<file path="src/rtl/mem_port_arbiter_pkg.sv">
// Shared definitions for the IF/MEM unified-memory port arbiter.
// The size codes match the EX_MEM MemRead/MemWrite encoding.
package mem_port_arbiter_pkg;

  localparam logic [1:0] SZ_NONE = 2'b00;
  localparam logic [1:0] SZ_B    = 2'b01;
  localparam logic [1:0] SZ_H    = 2'b10;
  localparam logic [1:0] SZ_W    = 2'b11;

  localparam logic GRANT_IF = 1'b0;
  localparam logic GRANT_DM = 1'b1;

  typedef enum logic [1:0] {
    ST_IDLE = 2'b00,
    ST_WAIT = 2'b01,
    ST_RESP = 2'b10
  } arb_state_e;

  // A store takes precedence when a read and a write are both requested.
  function automatic logic [1:0] dm_size(input logic [1:0] rd, input logic [1:0] wr);
    return (wr != SZ_NONE) ? wr : rd;
  endfunction

endpackage

</file>
<file path="src/rtl/mem_port_arbiter_lat.sv">
// Memory latency counter: load starts the count at 1, and done flags the
// cycle in which the memory response is due.
module mem_lat_counter #(
  parameter int MEM_LAT = 2
) (
  input  logic clk,
  input  logic rst,
  input  logic load_i,
  input  logic count_i,
  output logic done_o
);

  logic [2:0] cnt_q, cnt_d;

  assign done_o = (cnt_q == 3'(MEM_LAT));

  always_comb begin
    cnt_d = cnt_q;
    if (load_i) begin
      cnt_d = 3'd1;
    end else if (count_i && !done_o) begin
      cnt_d = cnt_q + 3'd1;
    end
  end

  always_ff @(posedge clk or negedge rst) begin
    if (!rst) begin
      cnt_q <= '0;
    end else begin
      cnt_q <= cnt_d;
    end
  end

endmodule

</file>
<file path="src/rtl/mem_port_arbiter.sv">
// Arbitrates the single-port unified memory between the IF and MEM stages.
// Each access takes the sequence IDLE (grant), WAIT (MEM_LAT cycles), RESP (ready pulse).
module mem_port_arbiter
  import mem_port_arbiter_pkg::*;
#(
  parameter int ADDR_W     = 32,
  parameter int DATA_W     = 32,
  parameter int MEM_LAT    = 2,
  parameter int MAX_DM_RUN = 2
) (
  input  logic              clk,
  input  logic              rst,
  input  logic              if_req,
  input  logic [ADDR_W-1:0] if_addr,
  output logic [DATA_W-1:0] if_rdata,
  output logic              if_ready,
  input  logic [1:0]        dm_read,
  input  logic [1:0]        dm_write,
  input  logic [ADDR_W-1:0] dm_addr,
  input  logic [DATA_W-1:0] dm_wdata,
  output logic [DATA_W-1:0] dm_rdata,
  output logic              dm_ready,
  output logic              mem_en,
  output logic              mem_we,
  output logic [1:0]        mem_size,
  output logic [ADDR_W-1:0] mem_addr,
  output logic [DATA_W-1:0] mem_wdata,
  input  logic [DATA_W-1:0] mem_rdata,
  output logic              pipe_stall
);

  localparam int RUN_W = $clog2(MAX_DM_RUN + 1);
  localparam logic [RUN_W-1:0] RUN_MAX = RUN_W'(MAX_DM_RUN);

  arb_state_e        state_q, state_d;
  logic              grant_q, grant_d;
  logic [RUN_W-1:0]  dm_run_q, dm_run_d;
  logic              mem_en_q, mem_en_d;
  logic              mem_we_q, mem_we_d;
  logic [1:0]        mem_size_q, mem_size_d;
  logic [ADDR_W-1:0] mem_addr_q, mem_addr_d;
  logic [DATA_W-1:0] mem_wdata_q, mem_wdata_d;
  logic              if_ready_q, if_ready_d;
  logic              dm_ready_q, dm_ready_d;
  logic [DATA_W-1:0] if_rdata_q, if_rdata_d;
  logic [DATA_W-1:0] dm_rdata_q, dm_rdata_d;

  logic dm_req;
  logic if_win;
  logic lat_load;
  logic lat_count;
  logic lat_done;

  assign dm_req = (|dm_read) | (|dm_write);
  // Data normally wins; a waiting fetch gets the port once data has had MAX_DM_RUN grants in a row.
  assign if_win = if_req && (!dm_req || (dm_run_q == RUN_MAX));

  mem_lat_counter #(
    .MEM_LAT(MEM_LAT)
  ) u_lat (
    .clk    (clk),
    .rst    (rst),
    .load_i (lat_load),
    .count_i(lat_count),
    .done_o (lat_done)
  );

  always_comb begin
    state_d     = state_q;
    grant_d     = grant_q;
    dm_run_d    = dm_run_q;
    mem_en_d    = 1'b0;
    mem_we_d    = mem_we_q;
    mem_size_d  = mem_size_q;
    mem_addr_d  = mem_addr_q;
    mem_wdata_d = mem_wdata_q;
    if_ready_d  = 1'b0;
    dm_ready_d  = 1'b0;
    if_rdata_d  = if_rdata_q;
    dm_rdata_d  = dm_rdata_q;
    lat_load    = 1'b0;
    lat_count   = 1'b0;

    case (state_q)
      ST_IDLE: begin
        if (if_win) begin
          grant_d    = GRANT_IF;
          mem_en_d   = 1'b1;
          mem_we_d   = 1'b0;
          mem_size_d = SZ_W;
          mem_addr_d = if_addr;
          dm_run_d   = '0;
          lat_load   = 1'b1;
          state_d    = ST_WAIT;
        end else if (dm_req) begin
          grant_d     = GRANT_DM;
          mem_en_d    = 1'b1;
          mem_we_d    = |dm_write;
          mem_size_d  = dm_size(dm_read, dm_write);
          mem_addr_d  = dm_addr;
          mem_wdata_d = dm_wdata;
          lat_load    = 1'b1;
          state_d     = ST_WAIT;
          if (!if_req) begin
            dm_run_d = '0;
          end else if (dm_run_q != RUN_MAX) begin
            dm_run_d = dm_run_q + RUN_W'(1);
          end
        end
      end
      ST_WAIT: begin
        lat_count = 1'b1;
        if (lat_done) begin
          state_d = ST_RESP;
          if (grant_q == GRANT_IF) begin
            if_ready_d = 1'b1;
            if_rdata_d = mem_rdata;
          end else begin
            dm_ready_d = 1'b1;
            if (!mem_we_q) begin
              dm_rdata_d = mem_rdata;
            end
          end
        end
      end
      ST_RESP: begin
        state_d = ST_IDLE;
      end
      default: begin
        state_d = ST_IDLE;
      end
    endcase
  end

  // Reset discards any in-flight access, so no ready pulse can follow its release.
  always_ff @(posedge clk or negedge rst) begin
    if (!rst) begin
      state_q     <= ST_IDLE;
      grant_q     <= GRANT_IF;
      dm_run_q    <= '0;
      mem_en_q    <= 1'b0;
      mem_we_q    <= 1'b0;
      mem_size_q  <= SZ_NONE;
      mem_addr_q  <= '0;
      mem_wdata_q <= '0;
      if_ready_q  <= 1'b0;
      dm_ready_q  <= 1'b0;
      if_rdata_q  <= '0;
      dm_rdata_q  <= '0;
    end else begin
      state_q     <= state_d;
      grant_q     <= grant_d;
      dm_run_q    <= dm_run_d;
      mem_en_q    <= mem_en_d;
      mem_we_q    <= mem_we_d;
      mem_size_q  <= mem_size_d;
      mem_addr_q  <= mem_addr_d;
      mem_wdata_q <= mem_wdata_d;
      if_ready_q  <= if_ready_d;
      dm_ready_q  <= dm_ready_d;
      if_rdata_q  <= if_rdata_d;
      dm_rdata_q  <= dm_rdata_d;
    end
  end

  assign mem_en    = mem_en_q;
  assign mem_we    = mem_we_q;
  assign mem_size  = mem_size_q;
  assign mem_addr  = mem_addr_q;
  assign mem_wdata = mem_wdata_q;
  assign if_ready  = if_ready_q;
  assign dm_ready  = dm_ready_q;
  assign if_rdata  = if_rdata_q;
  assign dm_rdata  = dm_rdata_q;

  assign pipe_stall = rst & ((if_req & ~if_ready_q) | (dm_req & ~dm_ready_q));

endmodule

</file>
<file path="config.mk">
export PLATFORM = sky130hd
export DESIGN_NAME = mem_port_arbiter
export DESIGN_NICKNAME = d
export VERILOG_FILES = /design/src/rtl/mem_port_arbiter_pkg.sv /design/src/rtl/mem_port_arbiter_lat.sv /design/src/rtl/mem_port_arbiter.sv
export SDC_FILE = /design/constraint.sdc
export NUM_CORES = 1
export LEC_CHECK = 0
export CAP_MARGIN = 20
export CORE_AREA = 2 2 106 108
export DETAILED_ROUTE_END_ITERATION = 8
export DIE_AREA = 0 0 108 110
export DONT_BUFFER_PORTS = 1
export GPL_ROUTABILITY_DRIVEN = 0
export PLACE_DENSITY = 0.7
export REMOVE_ABC_BUFFERS = 1
export SYNTH_ARGS = -nofsm -noshare
export SYNTH_HDL_FRONTEND = slang
export SYNTH_SLANG_ARGS = --single-unit
</file>
<file path="constraint.sdc">
create_clock -name clk -period 2.2 [get_ports clk]
set_clock_uncertainty 0.2 [all_clocks]
set_input_delay 0.33 -clock clk [delete_from_list [all_inputs] [get_ports clk]]
set_output_delay 0.33 -clock clk [all_outputs]
set_load 0.02 [all_outputs]
</file>
==> summary.md, run 1 <==
| Metric | Value |
|---|---|
| Status | stopped before the end |
| Halt Stage | 4_1_cts |
| Stop Error | [ERROR RSZ-0060] Max buffer count reached. |
| Die height | 110 um |
| Post_cts resized | 0 |
| Yosys reg bits | 142 |
| Post-synthesis cell type count | 33 |
| Area leader, netlist | dfrtp_1 |
| Row count | 38 |
| Starting density of the core | 55.1% |
| Root buf cell | clkbuf_8 |
| Register area share after synthesis | 60.3% |
| FFs w/ async S/R, synth | 100% |
| Hold-fix buffers at CTS | 113 |
| Number of buffers created by CTS | 17 |
| Post-CTS setup buffers | 0 |
| DP Worst Slack | 0.00971 ns |
| Post-Synthesis Cells | 415 |
| Synth top area cells | dfrtp_1 60%, mux2_2 18%, o221a_2 5.9% |
| Mean Syn Cell Area | 14.2 um2 |
| Synth warnings | 0 |
| Post-Synthesis Cell Area | 5900 um2 |
| Most common flop cell mapped by yosys | dfrtp_1 |
| H-Tree Depth | 4 |
| Count leader, synth | dfrtp_1 |
| CTS Buffer Depth | 2 |
| Port bufs | 0 |
| Post-DP Area | 6030 um2 |
| Post-synth EDFFs | 0 |
| Commonest cells in the netlist | 142 x dfrtp_1, 96 x mux2_2, 41 x inv_1, 32 x o2111ai_1, 31 x o221a_2 |
| Die W | 108 um |
| Share of the synthesized area in the top cell type | 60.3% |
| Top-Level Pins | 270 |
| CTS Sinks | 142 |
| Hpwl dp | 9.30 mm |
| Placed cells | 530 |
## logic make-up after synthesis
group | after synthesis | share of synthesized area [%]
buffers and inverters | 75 | 5.58
and+or+nand+nor | 17 | 1.95
AOI/OAI and AO/OA | 79 | 12.7
DFF | 142 | 60.3
adders and majority gates | 3 | 0.637
muxes | 99 | 18.8
## stage by stage
stage	utilization (%)	setup TNS, ns	hold WS [ns]
global placement	56.3	0	-0.163
floorplan	-	-146.71	-0.166
detailed placement	56.3	0	-0.164
==> run 2, diff against run 1 <==
--- a/config.mk
+++ b/config.mk
@@ -6,12 +6,12 @@
 export NUM_CORES = 1
 export LEC_CHECK = 0
 export CAP_MARGIN = 20
-export CORE_AREA = 2 2 106 108
+export CORE_MARGIN = 2
+export CORE_UTILIZATION = 40
 export DETAILED_ROUTE_END_ITERATION = 8
-export DIE_AREA = 0 0 108 110
 export DONT_BUFFER_PORTS = 1
 export GPL_ROUTABILITY_DRIVEN = 0
-export PLACE_DENSITY = 0.7
+export PLACE_DENSITY_LB_ADDON = 0.15
 export REMOVE_ABC_BUFFERS = 1
 export SYNTH_ARGS = -nofsm -noshare
 export SYNTH_HDL_FRONTEND = slang
==> summary.md, run 2 <==
| Metric | Value |
|---|---|
| Drt total wl | 14.9 mm |
| Total power | 12.1 mW |
| Clock transition at path regs | 0.06 ns |
| Port bufs | 0 |
| Via count | 4061 |
| Crit path max-delay cell type | dlygate4sd3_1 |
| FFs w/ async S/R, synth | 100% |
| Share of the synthesized area in the top cell type | 60.3% |
| Critical path class | reg -> reg |
| First-pass GRT wire length | 23.6 mm |
| Number of buffers created by CTS | 17 |
| Critical Path Source Type | flop |
| Total congestion overflow | 0 |
| Router iterations before antenna repair | 4 |
| Fill count | 1197 |
| Worst-Skew Late Latency | 0.41 ns |
| DIE AREA | 15700 um2 |
| Critical path required time | 2.30 ns |
| Main combinational cell family by area after synthesis | multiplexers |
| Die height | 125 um |
| Simple logic cell fraction of the synthesized area | 1.95% |
| Total track usage | 19.1% |
| Commonest cells in the netlist | 142 x dfrtp_1, 96 x mux2_2, 41 x inv_1, 32 x o2111ai_1, 31 x o221a_2 |
| CP peak stage delay | 0.57 ns |
| Maximum clock rate | 484 MHz |
| Worst EP arrival | 2.17 ns |
| Tcrit/Tclk final | 93.9% |
| Area leader, netlist | dfrtp_1 |
| Diode count | 0 |
| Failing checks | hold timing |
| Iter 0 DRT Violations | 220 |
| Post-Synthesis Cell Area | 5900 um2 |
| Final setup fails | 0 |
| Yosys reg bits | 142 |
| Hpwl dp | 9.63 mm |
| Register area share after synthesis | 60.3% |
| Leakage Power | 3.36 nW |
| Final Slew Violations | 0 |
| H-Tree Depth | 4 |
| Count leader, synth | dfrtp_1 |
| Buffers and inverters on the worst path | 3 |
| Post-Synthesis Cells | 415 |
| Antenna viol nets, final | 0 |
| Reg area | 3550 um2 |
| Number of max-cap violations | 0 |
| Xor/xnor cell area share of the yosys netlist | 0% |
| Final setup margin | 0.135 ns |
| Most frequent cells in the layout | 142 x dfrtp_1, 118 x dlygate4sd3_1, 96 x mux2_2 |
| Mux contribution to synthesized area | 18.8% |
| Via density | 5.56 |
| Die W | 125 um |
| Root buf cell | clkbuf_16 |
| Crit. End Element | flop |
| CP startpoint | dm_run_q[0]$_DFFE_PN0P_ |
| Crit Path Max Fanout | 22 |
| DP Worst Slack | 0.0640 ns |
| Layout cells sized above 1 | 32.4% |
| Hold/Removal Path Class | in -> async |
| Post-route DRC | 0 |
| Cell Chain, Critical Path | inv_1, ha_1, buf_4, o2111ai_1, dlygate4sd3_1, o221a_2 |
| Post-synth EDFFs | 0 |
| Status | finished with violations |
| CTS tree | built |
| Crit path max-delay family | buffers and inverters |
| Area grow syn2layout | 35.2% |
| Slew HR | 76.4% |
| Post-synthesis cell type count | 33 |
| Worst VDD drop | 760 uV |
| CTS Sinks | 142 |
| Hold Violations, Final | 142 |
| DR WL/cell | 20.4 um |
| Most common flop cell mapped by yosys | dfrtp_1 |
| Largest net degree at the start of global routing | 144 |
| Synth top area cells | dfrtp_1 60%, mux2_2 18%, o221a_2 5.9% |
| Most common cell after layout, fill and taps aside | dfrtp_1 |
| CTS Buffer Depth | 2 |
| Post-CTS setup buffers | 0 |
| R2R Path Start | dm_run_q[0]$_DFFE_PN0P_ |
| Synth warnings | 0 |
| Mean Syn Cell Area | 14.2 um2 |
| Synth Area in Compound Gates | 12.7% |
| RSZ-0062 raised after global routing | no |
| Post-Synth Adder-Cell Area | 0.637% |
| Number of global-route vias before repair | 4377 |
| Starting density of the core | 40.7% |
| Row count | 44 |
| Core area | 14500 um2 |
| Fin crit period | 2.06 ns |
| Top-Level Pins | 270 |
| Initial antenna violation count | 0 |
| Least-Margin Pin Slew | 0.352 ns |
| PwrDens | 1520 nW/um2 |
| Area occupied by multi-input gates | 2040 um2 |
| Final nets | 671 |
| Hold Slack | -0.588 ns |
[run 2: cell counts after synthesis]
Identical to the previous run, type by type.
[run 2: worst reg2reg max path, stage by stage, from the launching register on]
cell           delay [ns]
dfrtp_1              0.35
inv_1                0.08
ha_1                 0.19
buf_4                0.29
o2111ai_1            0.16
dlygate4sd3_1        0.57
o221a_2              0.12
[run 2: cell families (layout without fill, tap and decap cells)]
group / Yosys count / after routing
DFF: 142 / 142
muxes: 99 / 99
AOI/OAI and AO/OA: 79 / 79
buffers and inverters: 75 / 206
and+or+nand+nor: 17 / 17
adders and majority gates: 3 / 3
[run 2: report_power, final]
group          internal (mW)  switching [mW]
combinational           1.69            1.02
sequential              3.91            2.54
clock                   1.90            1.09
total                   7.50            4.65
[run 2: metal layers]
layer  track usage (%)  vias up  part of all wire, %
met4              6.93        0                  2.5
met1              21.7     2079                   38
met5                 0        -                    0
li1                  -     1771                    -
met2              32.4      180                   52
met3              7.87       31                  7.6
[run 2: worst paths after layout]
kind | endpoint | slack (ns) | cells after the start
max in group asynchronous | dm_run_q[1]$_DFFE_PN0P_ | 2.06 | 0
min in group clk | mem_addr[11]$_DFFE_PN0N_ | 0.02 | 3
worst max register to register | mem_addr[14]$_DFFE_PN0N_ | 0.14 | 6
worst min-delay path | mem_addr[3]$_DFFE_PN0N_ | -0.59 | 0
worst max-delay path | mem_addr[14]$_DFFE_PN0N_ | 0.14 | 6
worst min register to register | dm_run_q[0]$_DFFE_PN0P_ | 0.32 | 2
[run 2: through the flow]
step                util, %  setup TNS (ns)  hold slack, ns  area [um2]  cells
floorplan                 -         -146.71          -0.166        5720    381
global placement       42.3               0          -0.163        6120    578
detailed placement     42.3               0          -0.163        6120    578
CTS                    54.8               0          -0.612        7940    728
global route           55.0               0          -0.627        7970    730
finish                 55.0               0          -0.588        7970    730
[run 2: timing repair]
item                                    4_1_cts  5_1_grt
hold endpoints to repair                    272      143
endpoints found under the setup margin        0        1
hold buffers                                118        1
gates resized for setup                       0        1
[run 2: layout make-up]
| cell class | count | share of cell area [%] |
|---|---|---|
| timing repair buffer | 133 | 17.2 |
| clock inverter | 13 | 2.37 |
| sequential | 142 | 44.6 |
| clock buffer | 19 | 5.43 |
| multi-input combinational | 198 | 25.6 |
| tap | 184 | 2.89 |
| inverter | 41 | 1.93 |
(Power assumes the default switching activity.)
==> run 3, diff against run 2 <==
--- a/config.mk
+++ b/config.mk
@@ -8,6 +8,7 @@
 export CAP_MARGIN = 20
 export CORE_MARGIN = 2
 export CORE_UTILIZATION = 40
+export CTS_CLUSTER_DIAMETER = 200
 export DETAILED_ROUTE_END_ITERATION = 8
 export DONT_BUFFER_PORTS = 1
 export GPL_ROUTABILITY_DRIVEN = 0
==> results of run 3 <==
No change in the layout: final DEF, timing and power equal those of run 2.
==> run 4, diff against run 3 <==
--- a/config.mk
+++ b/config.mk
@@ -9,9 +9,9 @@
 export CORE_MARGIN = 2
 export CORE_UTILIZATION = 40
 export CTS_CLUSTER_DIAMETER = 200
+export CTS_CLUSTER_SIZE = 28
 export DETAILED_ROUTE_END_ITERATION = 8
 export DONT_BUFFER_PORTS = 1
-export GPL_ROUTABILITY_DRIVEN = 0
 export PLACE_DENSITY_LB_ADDON = 0.15
 export REMOVE_ABC_BUFFERS = 1
 export SYNTH_ARGS = -nofsm -noshare
==> constraint.sdc (replaced) <==
create_clock -name clk -period 2.05 [get_ports clk]
set_clock_uncertainty 0.2 [all_clocks]
set_input_delay 0.3075 -clock clk [delete_from_list [all_inputs] [get_ports clk]]
set_output_delay 0.3075 -clock clk [all_outputs]
set_load 0.02 [all_outputs]
==> summary.md, run 4 <==
| Metric | Value |
|---|---|
| Status | stopped before the end |
| Halt Stage | 4_1_cts |
| Stop Error | [ERROR RSZ-0060] Max buffer count reached. |
| Number of buffers created by CTS | 17 |
| Placed cells | 579 |
| Final RePlAce weighted congestion | 0.816 |
| CTS Buffer Depth | 2 |
| Post_cts resized | 2 |
| Root buf cell | clkbuf_16 |
| Top-Level Pins | 270 |
| Starting density of the core | 40.7% |
| Hpwl dp | 9.72 mm |
| Synth warnings | 0 |
| Port bufs | 0 |
| Post-synthesis cell type count | 33 |
| Area leader, netlist | dfrtp_1 |
| Die height | 125 um |
| Share of the synthesized area in the top cell type | 60.3% |
| Post-CTS setup buffers | 0 |
| Post-Synthesis Cell Area | 5900 um2 |
| Synth top area cells | dfrtp_1 60%, mux2_2 18%, o221a_2 5.9% |
| Count leader, synth | dfrtp_1 |
| Register area share after synthesis | 60.3% |
| Yosys reg bits | 142 |
| CTS Sinks | 142 |
| FFs w/ async S/R, synth | 100% |
| Commonest cells in the netlist | 142 x dfrtp_1, 96 x mux2_2, 41 x inv_1, 32 x o2111ai_1, 31 x o221a_2 |
| Most common flop cell mapped by yosys | dfrtp_1 |
| Die W | 125 um |
| Hold-fix buffers at CTS | 123 |
| Post-Synthesis Cells | 415 |
| H-Tree Depth | 4 |
| Post-synth EDFFs | 0 |
| Mean Syn Cell Area | 14.2 um2 |
| Row count | 44 |
run 4: logic make-up after synthesis:
logic type	Yosys count	synth area share (%)
compound gates	79	12.7
fa+ha+maj	3	0.637
buf+inv	75	5.58
flops	142	60.3
mux	99	18.8
simple gates	17	1.95
run 4: metrics by stage:
| stage | cell area, um2 | hold WS [ns] | setup WS (ns) |
|---|---|---|---|
| detailed placement | 6140 | -0.186 | -0.0612 |
| global placement | 6140 | -0.186 | 0.00328 |
| floorplan | 5720 | -0.188 | -2.02 |
